===== src/rtl/pwm_pkg.sv =====
// -----------------------------------------------------------------------------
// pwm_pkg
//
// Shared definitions for the tick-driven PWM generator.
//   - pwm_state_t    : controller state encoding (IDLE / RUN / DRAIN).
//   - CNT_W_DEFAULT  : default width of the period, duty and tick counter.
//
// Build option (consumed by tick_edge_det, listed here for reference):
//   TICK_SYNC_EN - when defined, div_in goes through a 2-flop synchronizer
//                  before edge detection (tick latency 3 clk instead of 1).
// -----------------------------------------------------------------------------
package pwm_pkg;

    localparam int CNT_W_DEFAULT = 8;

    typedef enum logic [1:0] {
        IDLE  = 2'd0,   // no waveform, counter parked at 0, pwm_out low
        RUN   = 2'd1,   // counting ticks, waveform active
        DRAIN = 2'd2    // enable dropped; finish the current period, then stop
    } pwm_state_t;

endpackage


===== src/rtl/tick_edge_det.sv =====
// -----------------------------------------------------------------------------
// tick_edge_det
//
// Turns each rising edge of the divided clock into a single-cycle tick.
//
// Ports:
//   clk    in   system clock
//   reset  in   asynchronous, active-high
//   div_in in   divided clock from the clock divider
//   tick   out  registered one-cycle pulse per div_in rising edge
//
// Build option:
//   TICK_SYNC_EN - defined  : div_in passes through a 2-flop synchronizer, so
//                             it may be asynchronous to clk; the tick appears
//                             3 clk after the div_in rise.
//                  undefined: div_in is sampled directly (same clk domain);
//                             the tick appears 1 clk after the div_in rise.
// -----------------------------------------------------------------------------
module tick_edge_det (
    input  logic clk,
    input  logic reset,
    input  logic div_in,
    output logic tick
);

    logic div_s;    // div_in as seen by the edge detector
    logic div_q;    // previous sample of div_s

`ifdef TICK_SYNC_EN
    // Shift-register synchronizer: sync_pipe[0] is the metastability-catching
    // flop, sync_pipe[1] is the settled copy used by the edge detector.
    logic [1:0] sync_pipe;

    always_ff @(posedge clk or posedge reset) begin
        if (reset) begin
            sync_pipe <= '0;
        end else begin
            sync_pipe <= {sync_pipe[0], div_in};
        end
    end

    assign div_s = sync_pipe[1];
`else
    assign div_s = div_in;
`endif

    // Rising-edge detector. A level that stays high produces only the first
    // pulse because div_q follows it one cycle later.
    always_ff @(posedge clk or posedge reset) begin
        if (reset) begin
            div_q <= 1'b0;
            tick  <= 1'b0;
        end else begin
            div_q <= div_s;
            tick  <= div_s & ~div_q;
        end
    end

endmodule


===== src/rtl/tick_pwm_gen.sv =====
// -----------------------------------------------------------------------------
// tick_pwm_gen
//
// PWM generator clocked by ticks derived from the clock divider output.
// Period and duty (both in ticks) arrive over a valid/ready port into a
// shadow register pair and are promoted to the active pair only at a period
// boundary (or right away while idle), so the waveform never tears.
//
// Parameters:
//   CNT_W      width of period, duty and the tick counter
//
// Ports:
//   clk        in   system clock
//   reset      in   asynchronous, active-high
//   div_in     in   divided clock (same clk domain unless TICK_SYNC_EN)
//   enable     in   level request for PWM generation
//   cfg_valid  in   config offer
//   cfg_ready  out  shadow slot free (no config pending)
//   cfg_period in   period in ticks (0 behaves as 1)
//   cfg_duty   in   high time in ticks (0 = always low, >= period = always high)
//   tick       out  one-cycle pulse per div_in rising edge
//   pwm_out    out  registered PWM waveform
//   cycle_done out  one-cycle pulse, coincident with the wrap tick
//   busy       out  controller not in IDLE
//
// Build option:
//   TICK_SYNC_EN - adds a 2-flop synchronizer on div_in (see tick_edge_det).
// -----------------------------------------------------------------------------
module tick_pwm_gen
    import pwm_pkg::*;
#(
    parameter int CNT_W = CNT_W_DEFAULT
) (
    input  logic             clk,
    input  logic             reset,
    input  logic             div_in,
    input  logic             enable,
    input  logic             cfg_valid,
    output logic             cfg_ready,
    input  logic [CNT_W-1:0] cfg_period,
    input  logic [CNT_W-1:0] cfg_duty,
    output logic             tick,
    output logic             pwm_out,
    output logic             cycle_done,
    output logic             busy
);

    localparam logic [CNT_W-1:0] ONE = {{(CNT_W-1){1'b0}}, 1'b1};

    pwm_state_t       state, state_nxt;

    logic [CNT_W-1:0] cnt;
    logic [CNT_W-1:0] sh_period, sh_duty;     // shadow (written by the port)
    logic [CNT_W-1:0] act_period, act_duty;   // active (used by the counter)
    logic             pending;                // shadow holds an unapplied config
    logic             cfg_loaded;             // active pair is valid since reset
    logic             started;                // first tick of this run seen

    logic [CNT_W-1:0] per_eff;
    logic             at_end;
    logic             wrap;
    logic             apply;
    logic             cfg_xfer;
    logic [CNT_W-1:0] cnt_adv;
    logic [CNT_W-1:0] duty_nxt;

    // -------------------------------------------------------------------------
    // Tick generation
    // -------------------------------------------------------------------------
    tick_edge_det u_edge (
        .clk    (clk),
        .reset  (reset),
        .div_in (div_in),
        .tick   (tick)
    );

    // -------------------------------------------------------------------------
    // Counter datapath
    // -------------------------------------------------------------------------
    // A zero period would make period-1 underflow; treat it as one tick.
    assign per_eff  = (act_period == '0) ? ONE : act_period;

    // The counter only means something once the first tick of a run has
    // parked it at 0; before that no tick can be a wrap.
    assign at_end   = started && (cnt == per_eff - ONE);
    assign wrap     = tick && (state != IDLE) && at_end;

    // A transfer is only accepted while nothing is pending, so a transfer and
    // an apply can never happen in the same cycle. A transfer landing on a
    // wrap therefore only reaches the shadow and waits for the next wrap.
    assign cfg_xfer = cfg_valid && !pending;
    assign apply    = pending && ((state == IDLE) || wrap);

    // First tick of a run starts the count at 0; later ticks advance/wrap.
    assign cnt_adv  = !started ? '0 : (at_end ? '0 : cnt + ONE);

    // The wrap tick opens the next period, so it must already compare against
    // the duty that is being promoted on that same tick.
    assign duty_nxt = (wrap && pending) ? sh_duty : act_duty;

    // -------------------------------------------------------------------------
    // Controller FSM
    // -------------------------------------------------------------------------
    always_ff @(posedge clk or posedge reset) begin
        if (reset) begin
            state <= IDLE;
        end else begin
            state <= state_nxt;
        end
    end

    always_comb begin
        state_nxt = state;
        unique case (state)
            IDLE: begin
                if (enable && cfg_loaded) begin
                    state_nxt = RUN;
                end
            end
            RUN: begin
                if (!enable) begin
                    state_nxt = DRAIN;
                end
            end
            DRAIN: begin
                // Re-enable resumes the same period without restarting it.
                // A run that never saw a tick has no period to finish.
                if (enable) begin
                    state_nxt = RUN;
                end else if (!started || wrap) begin
                    state_nxt = IDLE;
                end
            end
            default: state_nxt = IDLE;
        endcase
    end

    // -------------------------------------------------------------------------
    // Config double buffer
    // -------------------------------------------------------------------------
    always_ff @(posedge clk or posedge reset) begin
        if (reset) begin
            sh_period  <= '0;
            sh_duty    <= '0;
            act_period <= '0;
            act_duty   <= '0;
            pending    <= 1'b0;
            cfg_loaded <= 1'b0;
        end else begin
            if (apply) begin
                act_period <= sh_period;
                act_duty   <= sh_duty;
                pending    <= 1'b0;
                cfg_loaded <= 1'b1;
            end
            if (cfg_xfer) begin
                sh_period <= cfg_period;
                sh_duty   <= cfg_duty;
                pending   <= 1'b1;
            end
        end
    end

    // -------------------------------------------------------------------------
    // Counter and waveform
    // -------------------------------------------------------------------------
    always_ff @(posedge clk or posedge reset) begin
        if (reset) begin
            cnt     <= '0;
            pwm_out <= 1'b0;
            started <= 1'b0;
        end else if (state_nxt == IDLE) begin
            // Covers sitting in IDLE and the DRAIN exit on the wrap tick.
            cnt     <= '0;
            pwm_out <= 1'b0;
            started <= 1'b0;
        end else if (tick && (state != IDLE)) begin
            cnt     <= cnt_adv;
            pwm_out <= (cnt_adv < duty_nxt);
            started <= 1'b1;
        end
    end

    // -------------------------------------------------------------------------
    // Outputs
    // -------------------------------------------------------------------------
    assign cfg_ready  = ~pending;
    assign busy       = (state != IDLE);
    assign cycle_done = wrap;

endmodule


===== config.mk =====
export PLATFORM = sky130hd
export DESIGN_NAME = tick_pwm_gen
export DESIGN_NICKNAME = d
export VERILOG_FILES = /design/src/rtl/pwm_pkg.sv /design/src/rtl/tick_edge_det.sv /design/src/rtl/tick_pwm_gen.sv
export SDC_FILE = /design/constraint.sdc
export NUM_CORES = 1
export LEC_CHECK = 0
export BUFFER_PORTS_ARGS = -buffer_cell sky130_fd_sc_hd__buf_2
export CAP_MARGIN = 5
export CORE_ASPECT_RATIO = 0.75
export CORE_MARGIN = 1.5
export CORE_UTILIZATION = 38
export CTS_CLUSTER_DIAMETER = 40
export CTS_CLUSTER_SIZE = 12
export DETAILED_ROUTE_END_ITERATION = 16
export GPL_TIMING_DRIVEN = 0
export MAX_ROUTING_LAYER = met4
export PLACE_DENSITY = 0.65
export SYNTH_ARGS = -nofsm -noshare
export SYNTH_HDL_FRONTEND = slang
export SYNTH_HIERARCHICAL = 1
export SYNTH_SLANG_ARGS = --single-unit

===== constraint.sdc =====
create_clock -name clk -period 8.9 [get_ports clk]
set_input_delay 0.445 -clock clk [delete_from_list [all_inputs] [get_ports clk]]
set_output_delay 0.445 -clock clk [all_outputs]
set_load 0.02 [all_outputs]

==> results.txt <==
Most common cell on crit path - a21oi_1
Pleak - 0.00144 uW
crit-path max FO - 9
DP HPWL - 4.00 mm
Post-Syn Instances - 254
max_cap viols - 0
diodes inserted - 0
total wire length - 5.49 mm
global placement routability congestion - 0.789
gr usage total - 0.157
Die Height - 76.5 microns
slew margin rel. - 0.293
CP required - 9.12 ns
DRC viols - 0
CTS tree - done
CTS Hold Bufs - 1
sequential share of the synthesized area - 0.438
EDFF count, synth - 0
I/O pin count - 26
P&R area growth vs syn - 13.7%
Initial Util - 0.397
Setup crit end kind - flop
Hold Path Cell Cnt - 1
Top FF cell, synth - dfrtp_1
combinational power share - 0.344
drt wl/cell - 14.3 microns
ys async rst share - 1.00
Worst Max-Slew Pin Slew - 1.06 ns
Fin. Hold Viols - 0
max-slew violation count - 0
Clock Latency Late Sink - 0.31 ns
Die W - 101 microns
Cell Area, Synth - 2740 sq um
DR vias/cell - 5.11
Startpoint Class - flop
worst hold slack - 0.250 ns
TNS Setup - 0 ns
Worst Hold End - u_edge/div_q
DRT Pass-1 Iters - 4
f_max - 0.222 GHz
RSZ-0062 raised after global routing - false
fin nets - 318
total power - 764 uW
core box area - 6900 sq um
commonest non-fill, non-tap cell in the layout - dfrtp_1
syn_nets - 284
Max IR drop VDD - 0.119 mV
Die Area - 7730 sq um
vias in the first global route - 1,843
clk_skew - 0.00683 ns
Tmin final - 4.50 ns
status - finished clean
ANT nets after route - 0
Detailed Route Iter0 Violations - 116
global-route wire length before repair - 9.20 mm
Multi-input gate area - 1440 sq um
Yosys reg bits - 48
initial antenna violation count - 0
CP arrival - 4.73 ns
worst r2r src - act_period[7]
Pwr Density - 245 nW/um^2
Tcrit/Tclk final - 0.506
clk buf depth - 2
layout cells sized above 1 - 0.275
Sequential Area - 1200 sq um
PortBufs - 25
post-cts resize count - 0
Root Buffer - clkbuf_8
FP Rows - 26
clk slew on worst S/H paths - 0.09 ns
critical path type - flop to flop
mean post-synth cell area - 10.8 sq um
switching share of total power - 0.330
gr ovfl total - 0
Yosys cell types - 51
slowest stage delay, CP - 0.86 ns
FF-to-FF setup slack - 4.40 ns
CTS H-tree depth - 2
Slowest cell on crit path - o32ai_1
total CTS buffers - 5
largest net degree at the start of global routing - 32
Clock Power Share - 0.202
synth warn - 6
RR Endpoint - pwm_out
leading cell types in the layout, fill and taps excluded - 48 x dfrtp_1, 26 x buf_2, 23 x mux2_2
total clock sinks - 48
Sequential Power Share - 0.454
critical path, cell by cell - nor4_1, a21oi_1, ha_1, nand2b_1, a21oi_1, o32ai_1, nand4_2, mux2i_1, ha_1, a21o_1, a21oi_1, nand2_1, o21a_1, a211oi_1
Min-Delay Path Class - input pin to flop
hold wc startpoint - div_in
P_sw - 252 uW
R2R cell count - 14
Pint - 512 uW
# setup viols final - 0
Vias - 1,969
post-CTS setup buffers - 0
fill cell count - 672
-- registers in the layout (all words and copies together), names as in the netlist --
signal and flops:
sh_period 8, act_period 8, started 1, cnt 8, act_duty 8, state 2, cfg_loaded 1, u_edge/tick 1
pwm_out 1, sh_duty 8, u_edge/div_q 1, pending 1
-- cell families (layout without fill, tap and decap cells) --
family / count (synthesis) / count (layout) / share of synthesized area
muxes: 39 / 39 / 0.169
and+or+nand+nor: 78 / 78 / 0.157
AOI/OAI and AO/OA: 51 / 51 / 0.127
xor gates and xnor gates: 10 / 10 / 0.0320
adders and majority gates: 9 / 9 / 0.0411
DFF: 48 / 48 / 0.438
buffers and inverters: 19 / 52 / 0.0352
-- layout make-up --
class,count,area share
Multi-Input combinational cell,187,0.463
Sequential cell,48,0.385
Timing Repair Buffer,27,0.0498
Tap cell,98,0.0393
Clock buffer,5,0.0221
Buffer,11,0.0213
Clock inverter,1,0.00963
Inverter,8,0.00963
-- Yosys cell counts (all sizes together), types with 2 or more instances --
library cell / n / share of area
or3: 2 / 0.0064
mux2i: 7 / 0.026
a211oi: 3 / 0.0082
nand4: 2 / 0.0069
a21o: 4 / 0.011
o21ai: 7 / 0.013
dfrtp: 48 / 0.44
and2: 5 / 0.011
nand2b: 3 / 0.0069
nor3: 8 / 0.015
xnor2: 5 / 0.016
ha: 9 / 0.041
inv: 8 / 0.011
nor2: 15 / 0.021
nand2: 18 / 0.025
xor2: 5 / 0.016
nand3b: 2 / 0.0055
a31oi: 4 / 0.0091
buf: 3 / 0.013
a21oi: 16 / 0.029
a31o: 2 / 0.0064
nor4: 2 / 0.0046
mux2: 32 / 0.14
nand3: 9 / 0.018
o21a: 6 / 0.016
nor2b: 4 / 0.012
clkbuf: 8 / 0.011
-- worst max-delay path, delay by kind of cell (launching register included) --
kind / cells / cell delay [ns]
AO/OA/AOI/OAI: 7 / 1.82
adder cells (fa/ha/maj): 2 / 0.56
flip-flops: 1 / 0.49
multiplexers: 1 / 0.29
AND/OR/NAND/NOR: 4 / 1.25
-- metrics by stage --
stage                     area (sq um)  setup WS [ns]  cells   util
final                             3120           4.40    385  0.452
after global routing              3120           3.92    385  0.452
after CTS                         3120           4.47    385  0.452
after detailed placement          3010           4.50    378  0.436
after global placement            2990           4.54    377  0.433
after floorplan                   2740           5.19    254      -
-- worst max path at each step --
stage / from / endpoint / slack (ns) / depth (start not counted)
detailed placement: act_period[7] / pwm_out / 4.50 / 14
finish: act_period[7] / pwm_out / 4.40 / 14
global placement: act_period[7] / pwm_out / 4.54 / 14
global route: act_period[1] / pwm_out / 3.92 / 14
CTS: act_period[7] / pwm_out / 4.47 / 14
floorplan: act_period[7] / pwm_out / 5.19 / 15
-- per-layer routing --
| layer | vias up | track usage | wire length, microns |
|---|---|---|---|
| met5 | - | - | 0 |
| met4 | 0 | 0.0583 | 91 |
| met3 | 7 | 0.0312 | 191 |
| met2 | 29 | 0.210 | 2310 |
| met1 | 949 | 0.231 | 2900 |
| li1 | 984 | - | - |
-- power groups by stage --
stage          Combinational (uW)  Clock, uW  Sequential (uW)
6_report                      263        154              347
5_1_grt                       291        164              359
3_5_place_dp                  264          0              350
4_1_cts                       265        159              347
2_1_floorplan                 217          0              332
3_3_place_gp                  252          0              348
Note: power is estimated with default switching activity, not from simulation.
